--- src/rtl/fetch_queue.sv ---
// Instruction fetch front end: one outstanding memory request at a time,
// responses buffered in a DEPTH-entry FIFO toward decode, flushed on redirect.
module fetch_queue #(
  parameter int unsigned DATA_WIDTH = 32,
  parameter int unsigned DEPTH      = 4,
  parameter logic [31:0] RESET_PC   = 32'h1C00_0000
) (
  input  logic                  clk,
  input  logic                  reset,
  input  logic                  redirectValid,
  input  logic [DATA_WIDTH-1:0] redirectPC,
  output logic                  imemReqValid,
  output logic [DATA_WIDTH-1:0] imemReqAddr,
  input  logic                  imemReqReady,
  input  logic                  imemRespValid,
  input  logic [31:0]           imemRespInstr,
  output logic                  outValid,
  output logic [31:0]           outInstr,
  output logic [DATA_WIDTH-1:0] outPC,
  input  logic                  outReady
);

  localparam int unsigned PTR_W = (DEPTH > 1) ? $clog2(DEPTH) : 1;
  localparam int unsigned CNT_W = PTR_W + 1;
  localparam logic [CNT_W-1:0]      DEPTH_CNT  = CNT_W'(DEPTH);
  localparam logic [DATA_WIDTH-1:0] RESET_ADDR = DATA_WIDTH'(RESET_PC);
  localparam logic [DATA_WIDTH-1:0] PC_STEP    = DATA_WIDTH'(4);
  localparam logic [DATA_WIDTH-1:0] ALIGN_MASK = ~DATA_WIDTH'(3);

  typedef enum logic [1:0] {
    S_FETCH = 2'd0,
    S_WAIT  = 2'd1,
    S_DROP  = 2'd2
  } state_e;

  typedef struct packed {
    logic [DATA_WIDTH-1:0] pc;
    logic [31:0]           instr;
  } entry_t;

  state_e                state_q, state_d;
  logic [DATA_WIDTH-1:0] fetch_pc_q, fetch_pc_d;
  logic [DATA_WIDTH-1:0] req_pc_q, req_pc_d;
  logic [PTR_W-1:0]      wr_ptr_q, wr_ptr_d;
  logic [PTR_W-1:0]      rd_ptr_q, rd_ptr_d;
  logic [CNT_W-1:0]      count_q, count_d;
  entry_t                mem_q [DEPTH];
  entry_t                head_c;

  logic req_gate_c;
  logic issue_c;
  logic push_c;
  logic pop_c;
  logic not_empty_c;

  // The issue gate on count guarantees a free slot for the response.
  assign req_gate_c  = (state_q == S_FETCH) && (count_q < DEPTH_CNT) && !redirectValid;
  assign issue_c     = req_gate_c && imemReqReady;
  assign not_empty_c = (count_q != '0);
  assign pop_c       = not_empty_c && outReady;
  assign head_c      = mem_q[rd_ptr_q];

  assign imemReqValid = req_gate_c && reset;
  assign imemReqAddr  = fetch_pc_q;
  assign outValid     = not_empty_c;
  assign outInstr     = not_empty_c ? head_c.instr : 32'd0;
  assign outPC        = not_empty_c ? head_c.pc : '0;

  // Next-state: request/response sequencing, then queue bookkeeping.
  always_comb begin
    state_d    = state_q;
    fetch_pc_d = fetch_pc_q;
    req_pc_d   = req_pc_q;
    wr_ptr_d   = wr_ptr_q;
    rd_ptr_d   = rd_ptr_q;
    count_d    = count_q;
    push_c     = 1'b0;

    case (state_q)
      S_FETCH: begin
        if (!redirectValid && issue_c) begin
          req_pc_d   = fetch_pc_q;
          fetch_pc_d = fetch_pc_q + PC_STEP;
          state_d    = S_WAIT;
        end
      end
      S_WAIT: begin
        if (redirectValid) begin
          state_d = imemRespValid ? S_FETCH : S_DROP;
        end else if (imemRespValid) begin
          push_c  = 1'b1;
          state_d = S_FETCH;
        end
      end
      S_DROP: begin
        if (imemRespValid) begin
          state_d = S_FETCH;
        end
      end
      default: begin
        state_d = S_FETCH;
      end
    endcase

    // Redirect wins over push and pop; a popped head was still delivered.
    if (redirectValid) begin
      fetch_pc_d = redirectPC & ALIGN_MASK;
      wr_ptr_d   = '0;
      rd_ptr_d   = '0;
      count_d    = '0;
    end else begin
      if (push_c) begin
        wr_ptr_d = wr_ptr_q + PTR_W'(1);
      end
      if (pop_c) begin
        rd_ptr_d = rd_ptr_q + PTR_W'(1);
      end
      count_d = count_q + CNT_W'(push_c) - CNT_W'(pop_c);
    end
  end

  always_ff @(posedge clk or negedge reset) begin
    if (!reset) begin
      state_q    <= S_FETCH;
      fetch_pc_q <= RESET_ADDR;
      req_pc_q   <= '0;
      wr_ptr_q   <= '0;
      rd_ptr_q   <= '0;
      count_q    <= '0;
    end else begin
      state_q    <= state_d;
      fetch_pc_q <= fetch_pc_d;
      req_pc_q   <= req_pc_d;
      wr_ptr_q   <= wr_ptr_d;
      rd_ptr_q   <= rd_ptr_d;
      count_q    <= count_d;
    end
  end

  // Queue storage; contents are only observed while count is non-zero.
  always_ff @(posedge clk) begin
    if (push_c) begin
      mem_q[wr_ptr_q] <= {req_pc_q, imemRespInstr};
    end
  end

endmodule

--- config.mk ---
export PLATFORM = sky130hd
export DESIGN_NAME = fetch_queue
export DESIGN_NICKNAME = d
export VERILOG_FILES = /design/src/rtl/fetch_queue.sv
export SDC_FILE = /design/constraint.sdc
export NUM_CORES = 1
export LEC_CHECK = 0
export ABC_CLOCK_PERIOD_IN_PS = 4280
export CAP_MARGIN = 30
export CORE_MARGIN = 3
export CORE_UTILIZATION = 59
export CTS_BUF_LIST = sky130_fd_sc_hd__clkbuf_8 sky130_fd_sc_hd__clkbuf_16
export DETAILED_ROUTE_END_ITERATION = 10
export PLACE_DENSITY = 0.86
export SETUP_SLACK_MARGIN = 0.4
export SYNTH_ARGS = -nofsm -noshare
export SYNTH_HDL_FRONTEND = slang
export SYNTH_SLANG_ARGS = --single-unit
--- constraint.sdc ---
create_clock -name clk -period 4.28 [get_ports clk]
set_input_delay 0.856 -clock clk [delete_from_list [all_inputs] [get_ports clk]]
set_output_delay 0.856 -clock clk [all_outputs]
set_load 0.02 [all_outputs]
==> results.md <==
* Status: finished, final reports clean
* Pwr Total at 9.49 mW
* Seq/Total Area, Yosys at 0.718
* Area occupied by registers at 9180 µm²
* First-pass GRT wire length at ~43 mm
* Hold_ws at 517 ps
* Clk Tree Root Cell: clkbuf_16
* Clk_lat worst skew at around 550 ps
* DRC violation total after the first TritonRoute iteration at 511
* TritonCTS clock tree: done
* Reg clk slew, reported paths at roughly 60 ps
* HPWL after detailed placement at between 15 and 20 mm
* Setup TNS at 0 ps
* IO buf count at 161
* Unrepaired setup endpoints after global routing: no
* Syn avg cell area at 16.3 µm²
* Gate Count Post-Synth at 784
* Period utilisation layout at 0.857
* Worst-Margin Slew at 892 ps
* Worst Path Required at 3420 ps
* Final min period at 3670 ps
* GR Overflow Total at 0
* # IOs at approximately 170
* Initial core utilization at 0.604
* Pwr dens at roughly 600 nW/µm²
* Share of cells above drive strength 1 at 0.142
* Setup Fix Bufs, Post-CTS at 0
* GRT Overall Usage at 0.231
* Async SR Flop Fraction at 0.218
* Die outline area at between 20,000 and 25,000 µm²
* WS Path Type: reg2out
* Die Height at around 150 µm
* CTS H-Tree Depth at 1
* DR pass1 iterations at 8
* Non-Filler Instances at 1,249
* Initial antenna violation count at 2
* Die Wd at between 150 and 200 µm
* Post-route setup slack at slightly above 600 ps
* #FFs+latches synth at 317
* Drt wl/cell at 21.6 µm
* Yosys top cell area share at 0.583
* Peak Freq at around 270 MHz
* DRT Wirelength at 27.0 mm
* Resized cells post-CTS at 0
* CTS Hold Bufs at 0
* Netlist Area Pre-Place at 12,800 µm²
* Prevailing post-synth register cell: edfxtp_1
* Post-synth EDFFs at around 250
* Fin. Hold Viols at 0
* Final nets at 1,029
* Hold Path Class: reg2reg
* Number of fill cells in the layout at around 1.2k
* Pleak at 5.50 nW
* GP Congestion at 0.854
* Area growth syn-to-layout at 23.6%
* Slew headroom at 0.406
* Vias in the first global route at 7,811
* Synth area leader: edfxtp_1
* Routed vias at 7,399
* Inst Count DP at 1,194
* Clock sinks at about 320
* DRC viols at 0
* Clock skew at 9.25 ps
* CP Data Arrival Time at 2810 ps
* CP Launch Type: flop
* Core Area at 21,200 µm²
* Setup crit end kind: output port
* Pre-CTS setup slack at 959 ps
* FP Rows at 53
* Max FO, Critical Path at 18
* Largest net degree at the start of global routing at 70
* Max-cap viol count at 0
* IR drop worst, VDD at 0.461 mV
* Max Slew Vio Count at 0
* Vias per cell at ~5.9
* Num CTS Buffers at 30
* Top post-synthesis cells by area: edfxtp_1, dfrtp_1, mux4_2
* CTS max path bufs at 3
* N_diodes at 0
* Final setup fails at 0
* Multi-input logic area at 3400 µm²
* Yosys cell types at 45
* Post-detailed-route count of antenna-violating nets at 0
* YS warnings at 0
==> worst max-delay path: stages (launching register included) <==
cell and delay, ps:
dfrtp_4 670, buf_4 350, mux4_2 540, and2_1 170, clkdlybuf4s50_1 530
==> placed cells by master, fill, tap and decap left out, types with 4 or more instances in the layout <==
cell type	Yosys	layout
nor4_1	5	5
and2_4	0	4
clkdlybuf4s50_1	0	160
and2_1	70	66
a31oi_1	10	10
clkbuf_16	0	31
xor2_1	10	10
nand2_1	113	113
edfxtp_1	248	248
xnor2_1	7	7
ha_1	7	7
mux4_2	62	62
o31ai_1	8	8
nand4_1	11	11
o21ai_0	18	18
nor2_1	21	20
conb_1	1	4
buf_4	4	9
nand3_1	13	13
or3_1	6	5
dfrtp_1	66	64
or4_1	17	17
inv_1	9	18
buf_12	0	7
clkbuf_8	0	7
==> synth_stat cells (2+ instances only) <==
cell / instances
a22oi_1: 3
nor2_1: 21
edfxtp_1: 248
a31oi_1: 10
o21ai_0: 18
nand3_1: 13
and3_1: 2
xnor2_1: 7
nor4_1: 5
ha_1: 7
nand2b_1: 2
dfstp_2: 3
or3_1: 6
xor2_1: 10
o311ai_0: 2
nand2_1: 113
buf_1: 9
nor3_1: 3
o31ai_1: 8
nor2b_1: 3
or4_1: 17
inv_1: 9
o31a_1: 2
a21oi_1: 2
dfrtp_1: 66
and2_1: 70
nand4_1: 11
a41oi_1: 2
mux4_2: 62
clkbuf_1: 32
buf_4: 4
==> area by class of cell <==
| class | count | share of cell area |
|---|---|---|
| inverter | 10 | 0.00238 |
| sequential | 317 | 0.582 |
| clock inverter | 17 | 0.00777 |
| tap | 275 | 0.0218 |
| timing repair buffer | 178 | 0.116 |
| clock buffer | 38 | 0.0552 |
| multi-input combinational | 414 | 0.216 |
==> stage by stage <==
stage           util  area (µm²)
6_report       0.746       15800
5_1_grt        0.746       15800
4_1_cts        0.746       15800
3_5_place_dp   0.699       14800
3_3_place_gp   0.698       14800
2_1_floorplan      -       12800
==> path summary, 6_finish.rpt <==
| check | start | endpoint | slack [ps] | cells past startpoint |
|---|---|---|---|---|
| worst min register to register | req_pc_q[22]$_DFFE_PN0P_ | mem_q[3][54]$_DFFE_PP_ | 520 | 0 |
| min in group asynchronous | reset | req_pc_q[25]$_DFFE_PN0P_ | 540 | 2 |
| worst min-delay path | req_pc_q[22]$_DFFE_PN0P_ | mem_q[3][54]$_DFFE_PP_ | 520 | 0 |
| worst max-delay path | rd_ptr_q[0]$_DFFE_PN0P_ | outInstr[20] | 610 | 4 |
| max in group asynchronous | reset | rd_ptr_q[0]$_DFFE_PN0P_ | 3070 | 2 |
| worst max register to register | count_q[1]$_DFF_PN0_ | count_q[2]$_DFF_PN0_ | 1620 | 9 |
==> cell families (layout without fill, tap and decap cells) <==
family,after synthesis,after routing,synth area share
mux,63,63,0.110
compound gates,52,52,0.0268
other cells,1,4,0.000293
flops,317,317,0.718
xor+xnor,17,17,0.0117
fa+ha+maj,8,8,0.00842
buf+inv,56,243,0.0177
simple gates,270,270,0.107
==> sequential cells by signal (all words and copies together) (netlist names) <==
register and count:
state_q 2, req_pc_q 30, mem_q 248, rd_ptr_q 2, wr_ptr_q 2, imemReqAddr 30
count_q 3
==> power breakdown <==
part           leakage [nW]  total [mW]  internal (mW)  switching [mW]
Clock                 0.528        2.61           1.54            1.07
Combinational          1.89        2.84           1.43            1.42
Sequential             3.09        4.04           3.71           0.325
Total                  5.50        9.49           6.68            2.81
==> per-layer routing <==
metal,wire length (µm),share of wire,global-route usage
met1,10800,0.40,0.322
met2,13500,0.50,0.386
met3,2040,0.076,0.0413
met4,589,0.022,0.0619
met5,23,0.00085,0
No activity file was read; power rests on OpenSTA's default activity.
